===== src/rtl/riscv_pkg.sv =====
// rtl/riscv_pkg.sv - shared widths, register-file types and address helper
package riscv_pkg;

    localparam int XLEN       = 32;
    localparam int REG_ADDR_W = 5;
    localparam int NUM_REGS   = 32;

    typedef logic [XLEN-1:0]       word_t;
    typedef logic [REG_ADDR_W-1:0] reg_addr_t;

    localparam word_t REG_ZERO = '0;

    // Extra MSB keeps the compare meaningful when NUM_REGS == 2**REG_ADDR_W.
    function automatic logic addr_in_range(input reg_addr_t a);
        return {1'b0, a} < (REG_ADDR_W + 1)'(NUM_REGS);
    endfunction

endpackage


===== src/rtl/mux2_1.sv =====
// rtl/mux2_1.sv - two-input word multiplexer, sel_i picks in2_i
module mux2_1 #(
    parameter int W = 32
) (
    input  logic [W-1:0] in1_i,
    input  logic [W-1:0] in2_i,
    input  logic         sel_i,
    output logic [W-1:0] out_o
);

    assign out_o = sel_i ? in2_i : in1_i;

endmodule


===== src/rtl/register_file_wb.sv =====
// rtl/register_file_wb.sv - integer register file with write-back bypass
module register_file_wb
    import riscv_pkg::*;
(
    input  logic            clk,
    input  logic            reset,
    input  logic            regWriteEnable,
    input  logic [REG_ADDR_W-1:0] writeAddress,
    input  logic [XLEN-1:0] dataBack,
    input  logic [REG_ADDR_W-1:0] readAddress1,
    input  logic [REG_ADDR_W-1:0] readAddress2,
    output logic [XLEN-1:0] readData1,
    output logic [XLEN-1:0] readData2,
    output logic [31:0]     writeCount
);

    word_t       regs_q [NUM_REGS];
    logic [31:0] write_count_q;
    logic [31:0] write_count_d;
    logic        wr_commit;
    logic        hit1;
    logic        hit2;
    word_t       arr1;
    word_t       arr2;
    word_t       byp1_out;
    word_t       byp2_out;

    assign wr_commit = regWriteEnable && (writeAddress != '0) && addr_in_range(writeAddress);

    always_comb begin
        write_count_d = write_count_q;
        if (wr_commit) begin
            write_count_d = write_count_q + 32'd1;
        end
    end

    always_ff @(posedge clk or posedge reset) begin
        if (reset) begin
            for (int i = 0; i < NUM_REGS; i++) begin
                regs_q[i] <= REG_ZERO;
            end
            write_count_q <= '0;
        end else begin
            if (wr_commit) begin
                regs_q[writeAddress] <= dataBack;
            end
            write_count_q <= write_count_d;
        end
    end

    // Gated by reset so a write racing an asserting reset never leaks out.
    assign hit1 = wr_commit && !reset && (writeAddress == readAddress1);
    assign hit2 = wr_commit && !reset && (writeAddress == readAddress2);

    assign arr1 = regs_q[readAddress1];
    assign arr2 = regs_q[readAddress2];

    mux2_1 #(.W(XLEN)) byp1 (
        .in1_i (arr1),
        .in2_i (dataBack),
        .sel_i (hit1),
        .out_o (byp1_out)
    );

    mux2_1 #(.W(XLEN)) byp2 (
        .in1_i (arr2),
        .in2_i (dataBack),
        .sel_i (hit2),
        .out_o (byp2_out)
    );

    assign readData1 = (!reset && readAddress1 != '0 && addr_in_range(readAddress1)) ? byp1_out : REG_ZERO;
    assign readData2 = (!reset && readAddress2 != '0 && addr_in_range(readAddress2)) ? byp2_out : REG_ZERO;
    assign writeCount = write_count_q;

endmodule


===== config.mk =====
export PLATFORM = sky130hd
export DESIGN_NAME = register_file_wb
export DESIGN_NICKNAME = d
export VERILOG_FILES = /design/src/rtl/riscv_pkg.sv /design/src/rtl/mux2_1.sv /design/src/rtl/register_file_wb.sv
export SDC_FILE = /design/constraint.sdc
export NUM_CORES = 2
export LEC_CHECK = 0
export BUFFER_PORTS_ARGS = -buffer_cell sky130_fd_sc_hd__buf_2
export CORE_UTILIZATION = 47
export CTS_BUF_LIST = sky130_fd_sc_hd__clkbuf_4 sky130_fd_sc_hd__clkbuf_8 sky130_fd_sc_hd__clkbuf_16
export DETAILED_ROUTE_END_ITERATION = 6
export SETUP_SLACK_MARGIN = 0.3
export SYNTH_ARGS = -nofsm -noshare
export SYNTH_HDL_FRONTEND = slang
export SYNTH_SLANG_ARGS = --single-unit

===== constraint.sdc =====
create_clock -name clk -period 40.7 [get_ports clk]
set_input_delay 6.105 -clock clk [delete_from_list [all_inputs] [get_ports clk]]
set_output_delay 6.105 -clock clk [all_outputs]
set_load 0.1 [all_outputs]

==> results.md <==
- Routed WL: 169 mm
- Die Ht: roughly 350 um
- Critical Path AT: approximately 11 ns
- WHS Endpoint: regs_q[1006]
- Syn Inst Count: a little under 4000
- Layout net count: approximately 3800
- DRC: 0
- Met1 Usage GRT: 42.0%
- CP Buf/Inv Count: 5
- Post-synthesis mux area share: 40.0%
- Core Rows: 126
- Fmax: around 0.060 GHz
- Reg2Reg Depth: 5
- Dpl hpwl: about 93 mm
- RSZ-0062 raised after global routing: false
- Synth Area in Simple Gates: ~1.2%
- Post-placement worst setup slack: 23.75 ns
- Clock Root Buffer: clkbuf_16
- Syn avg cell area: approximately 14 um^2
- Crit Path Max Fanout: 70
- Synth Register Bits: 1056
- Pin count of the biggest net entering global routing: 168
- Library cells used by synthesis: 41
- TritonRoute pass-1 iters: 5
- Die ar.: ~120000 um^2
- CTS Hold Bufs: 0
- Via density: 6.70
- Int Pwr: between 0.002 and 0.0025 W
- Critical path capture point type: output port
- Hold Fails Final Rpt: 0
- GRT busiest layer: met2
- Family with the most delay on the worst path: buffers and inverters
- CTS clk-pin slew, worst paths: 0.06 ns
- R2R Path End: writeCount[28]
- Sequential share of power: around 45%
- Sequential-to-total area share from yosys stat: 47.2%
- Worst min path class: reg2reg
- Combinational share of power: 20.9%
- Core Region: 118000 um^2
- Most used cell, CP: buf_4
- Clk sinks: between 1000 and 1500
- Initial core utilization: 47.4%
- Post-route insts no fill: 5413
- Prevailing post-synth register cell: dfrtp_1
- Placed cell count: 5202
- First-pass GRT wire length: 254 mm
- Worst-margin pin slew: 1.15 ns
- FFs w/ async S/R, synth: 100%
- Largest family of logic cells by synthesized area: multiplexers
- Port Buf Inserts: 145
- Outcome: finished clean
- Grt met3 use: 4.40%
- Worst setup SP type: input port
- Total negative slack: 0 ns
- GP Congestion: 0.794
- First DRT Iteration DRCs: 3421
- Rel. slew slack: 23.1%
- Grt ovf: 0
- Routed len/inst: 31.3 um
- Share of layout cells above drive strength 1: 47.9%
- Worst-path cell chain: buf_8, buf_4, buf_4, buf_4, mux2i_1, a221oi_1, a22oi_1, a21oi_1, a211o_1, buf_2
- PostCTS Resize Cnt: 0
- Synthesized Nets: between 3000 and 4000
- Num CTS Buffers: 115
- Slowest-stage cell, CP: buf_4
- Initial antenna violation count: 7
- Final Slew Violations: 0
- P_sw: just under 0.0009 W
- Pwr dens: between 50 and 60 nW/um^2
- Setup Fix Bufs, Post-CTS: 0
- Min-Delay Startpoint: regs_q[1006]
- Total GRT Usage: 28.3%
- Post-synthesis xor/xnor area fraction: 0.641%
- Worst vdd ir: 0.0378 mV
- Final worst-path setup slack: 23.92 ns
- Met2 Use GR: 42.6%
- Hold path depth: 0
- Compound-cell area share of the yosys netlist: 7.72%
- Final worst-path cycle share: 41.2%
- Clock buffer depth: 3
- Post-synth EDFFs: 0
- YS warnings: 0
- Mapped cell area: 56000 um^2
- CP Class: in2out
- Worst-Skew Late Latency: 0.72 ns
- CTS HTree Levels: 3
- Switch share: 28.5%
- Endpoints failing setup: 0
- R2R Setup Slk: 38.83 ns
- Max stage delay on crit path: 0.86 ns
- Vias in the first global route: between 30000 and 40000
- Layout overhead on the synthesized area: 10.2%
- Post-synthesis adder-cell area fraction: less than 1%
- R2R Path Start: writeCount[0]
- WP data required: 34.59 ns
- Vias: ~36000
- Clk pwr share: 34.6%
- Layout Skew: 0.0114 ns
- CTS tree: built
- Ports: 146
- Die width: ~350 um
- ANT nets after route: 0
- Min Clock Period, post-route: 16.78 ns
- # Max-Cap Violations: 0
- Leakage Power: 27.3 nW
[stage by stage]
stage | instance area [um^2] | hold WS, ns | util [%] | total power (W)
final | 61700 | 0.404 | 52.3 | 0.00311
after global routing | 61700 | 0.411 | 52.3 | 0.00325
after CTS | 61700 | 0.403 | 52.3 | 0.00313
after detailed placement | 57800 | 0.390 | 48.9 | 0.00205
after global placement | 57800 | 0.384 | 48.9 | 0.00203
after floorplan | 56000 | 0.449 | - | 0.00191
[metal layers]
layer  routed length (um)  up-vias
met5                  117        -
met4                 4940        2
met3                11900      281
met2                76500     1390
met1                75800    19654
li1                     -    14936
[power groups by stage]
| stage | Clock, W | Combinational (W) | Sequential, W |
|---|---|---|---|
| after global routing | 0.00114 | 0.000695 | 0.00141 |
| final | 0.00108 | 0.000651 | 0.00139 |
| after CTS | 0.00110 | 0.000653 | 0.00138 |
| after floorplan | 0 | 0.000522 | 0.00139 |
| after global placement | 0 | 0.000641 | 0.00139 |
| after detailed placement | 0 | 0.000652 | 0.00140 |
[how the worst max path moves through the flow]
| stage | depth (start not counted) | to | startpoint | slack (ns) |
|---|---|---|---|---|
| 2_1_floorplan | 5 | readData2[0] | reset | 1.88 |
| 3_3_place_gp | 9 | readData2[12] | readAddress2[0] | 23.74 |
| 3_5_place_dp | 10 | readData2[12] | readAddress2[0] | 23.75 |
| 4_1_cts | 10 | readData2[12] | readAddress2[0] | 23.71 |
| 5_1_grt | 10 | readData2[13] | readAddress2[0] | 23.53 |
| 6_report | 10 | readData2[12] | readAddress2[0] | 23.92 |
[cells by family after synthesis]
family,after synthesis
buffers and inverters,445
AND/OR/NAND/NOR,121
adder cells (fa/ha/maj),1
XOR/XNOR,41
multiplexers,1632
AO/OA/AOI/OAI,583
flip-flops,1056
[registers in the layout, summed over array words and instances, names as in the netlist]
name,flops
writeCount,32
regs_q,1024
[placed cells by master, fill, tap and decap left out, types with 3 or more instances in the layout]
| cell type | n |
|---|---|
| mux4_2 | 384 |
| clkinvlp_4 | 4 |
| clkbuf_8 | 28 |
| buf_12 | 3 |
| nand4b_1 | 3 |
| nor2_4 | 18 |
| and3_1 | 8 |
| diode_2 | 4 |
| a21oi_1 | 128 |
| inv_6 | 3 |
| nand2_2 | 15 |
| xor2_1 | 6 |
| nor3_1 | 4 |
| buf_2 | 141 |
| a221oi_1 | 128 |
| a211o_1 | 64 |
| o21bai_1 | 64 |
| a22oi_1 | 192 |
| nor2_1 | 4 |
| clkbuf_16 | 117 |
| nand3b_1 | 4 |
| dfrtp_1 | 1056 |
| bufinv_16 | 7 |
| mux2_1 | 9 |
| clkinv_2 | 19 |
| clkbuf_4 | 27 |
| nor2b_4 | 4 |
| and4_1 | 5 |
| mux2_2 | 983 |
| nand2_1 | 17 |
| nand3_1 | 12 |
| nor3b_1 | 3 |
| buf_4 | 81 |
| buf_8 | 4 |
| xnor2_1 | 35 |
| nand4_1 | 10 |
| mux2i_1 | 256 |
[Yosys cell counts (2+ instances only)]
| master | number | area share, % |
|---|---|---|
| a211o_1 | 64 | 1.0 |
| a21oi_1 | 128 | 1.1 |
| a221oi_1 | 128 | 2.0 |
| a22oi_1 | 192 | 2.6 |
| and2_1 | 4 | 0.045 |
| and3_1 | 8 | 0.089 |
| and4_1 | 5 | 0.078 |
| buf_1 | 28 | 0.19 |
| buf_2 | 155 | 1.4 |
| clkbuf_1 | 258 | 1.7 |
| dfrtp_1 | 1056 | 47 |
| inv_1 | 3 | 0.020 |
| mux2_1 | 9 | 0.18 |
| mux2_2 | 983 | 20 |
| mux2i_1 | 256 | 4.6 |
| mux4_2 | 384 | 15 |
| nand2_1 | 32 | 0.21 |
| nand3_1 | 12 | 0.11 |
| nand3b_1 | 4 | 0.054 |
| nand4_1 | 10 | 0.11 |
| nand4b_1 | 3 | 0.047 |
| nor2_1 | 22 | 0.15 |
| nor2b_1 | 4 | 0.045 |
| nor3_1 | 4 | 0.036 |
| nor3b_1 | 3 | 0.040 |
| nor4_1 | 4 | 0.045 |
| o21bai_1 | 64 | 0.86 |
| o311ai_2 | 2 | 0.058 |
| o31ai_1 | 2 | 0.027 |
| or2_2 | 2 | 0.022 |
| xnor2_1 | 35 | 0.55 |
| xor2_1 | 6 | 0.094 |
[area by class of cell]
| class | instances | area (um^2) |
|---|---|---|
| Clock buffer | 172 | 3520 |
| Antenna cell | 4 | 10.0 |
| Multi-Input combinational cell | 2378 | 28000 |
| Timing Repair Buffer | 229 | 1430 |
| Tap cell | 1536 | 1920 |
| Inverter | 3 | 18.8 |
| Fill cell | 9867 | 56400 |
| Sequential cell | 1056 | 26400 |
| Clock inverter | 35 | 394 |
(Power assumes the default switching activity.)
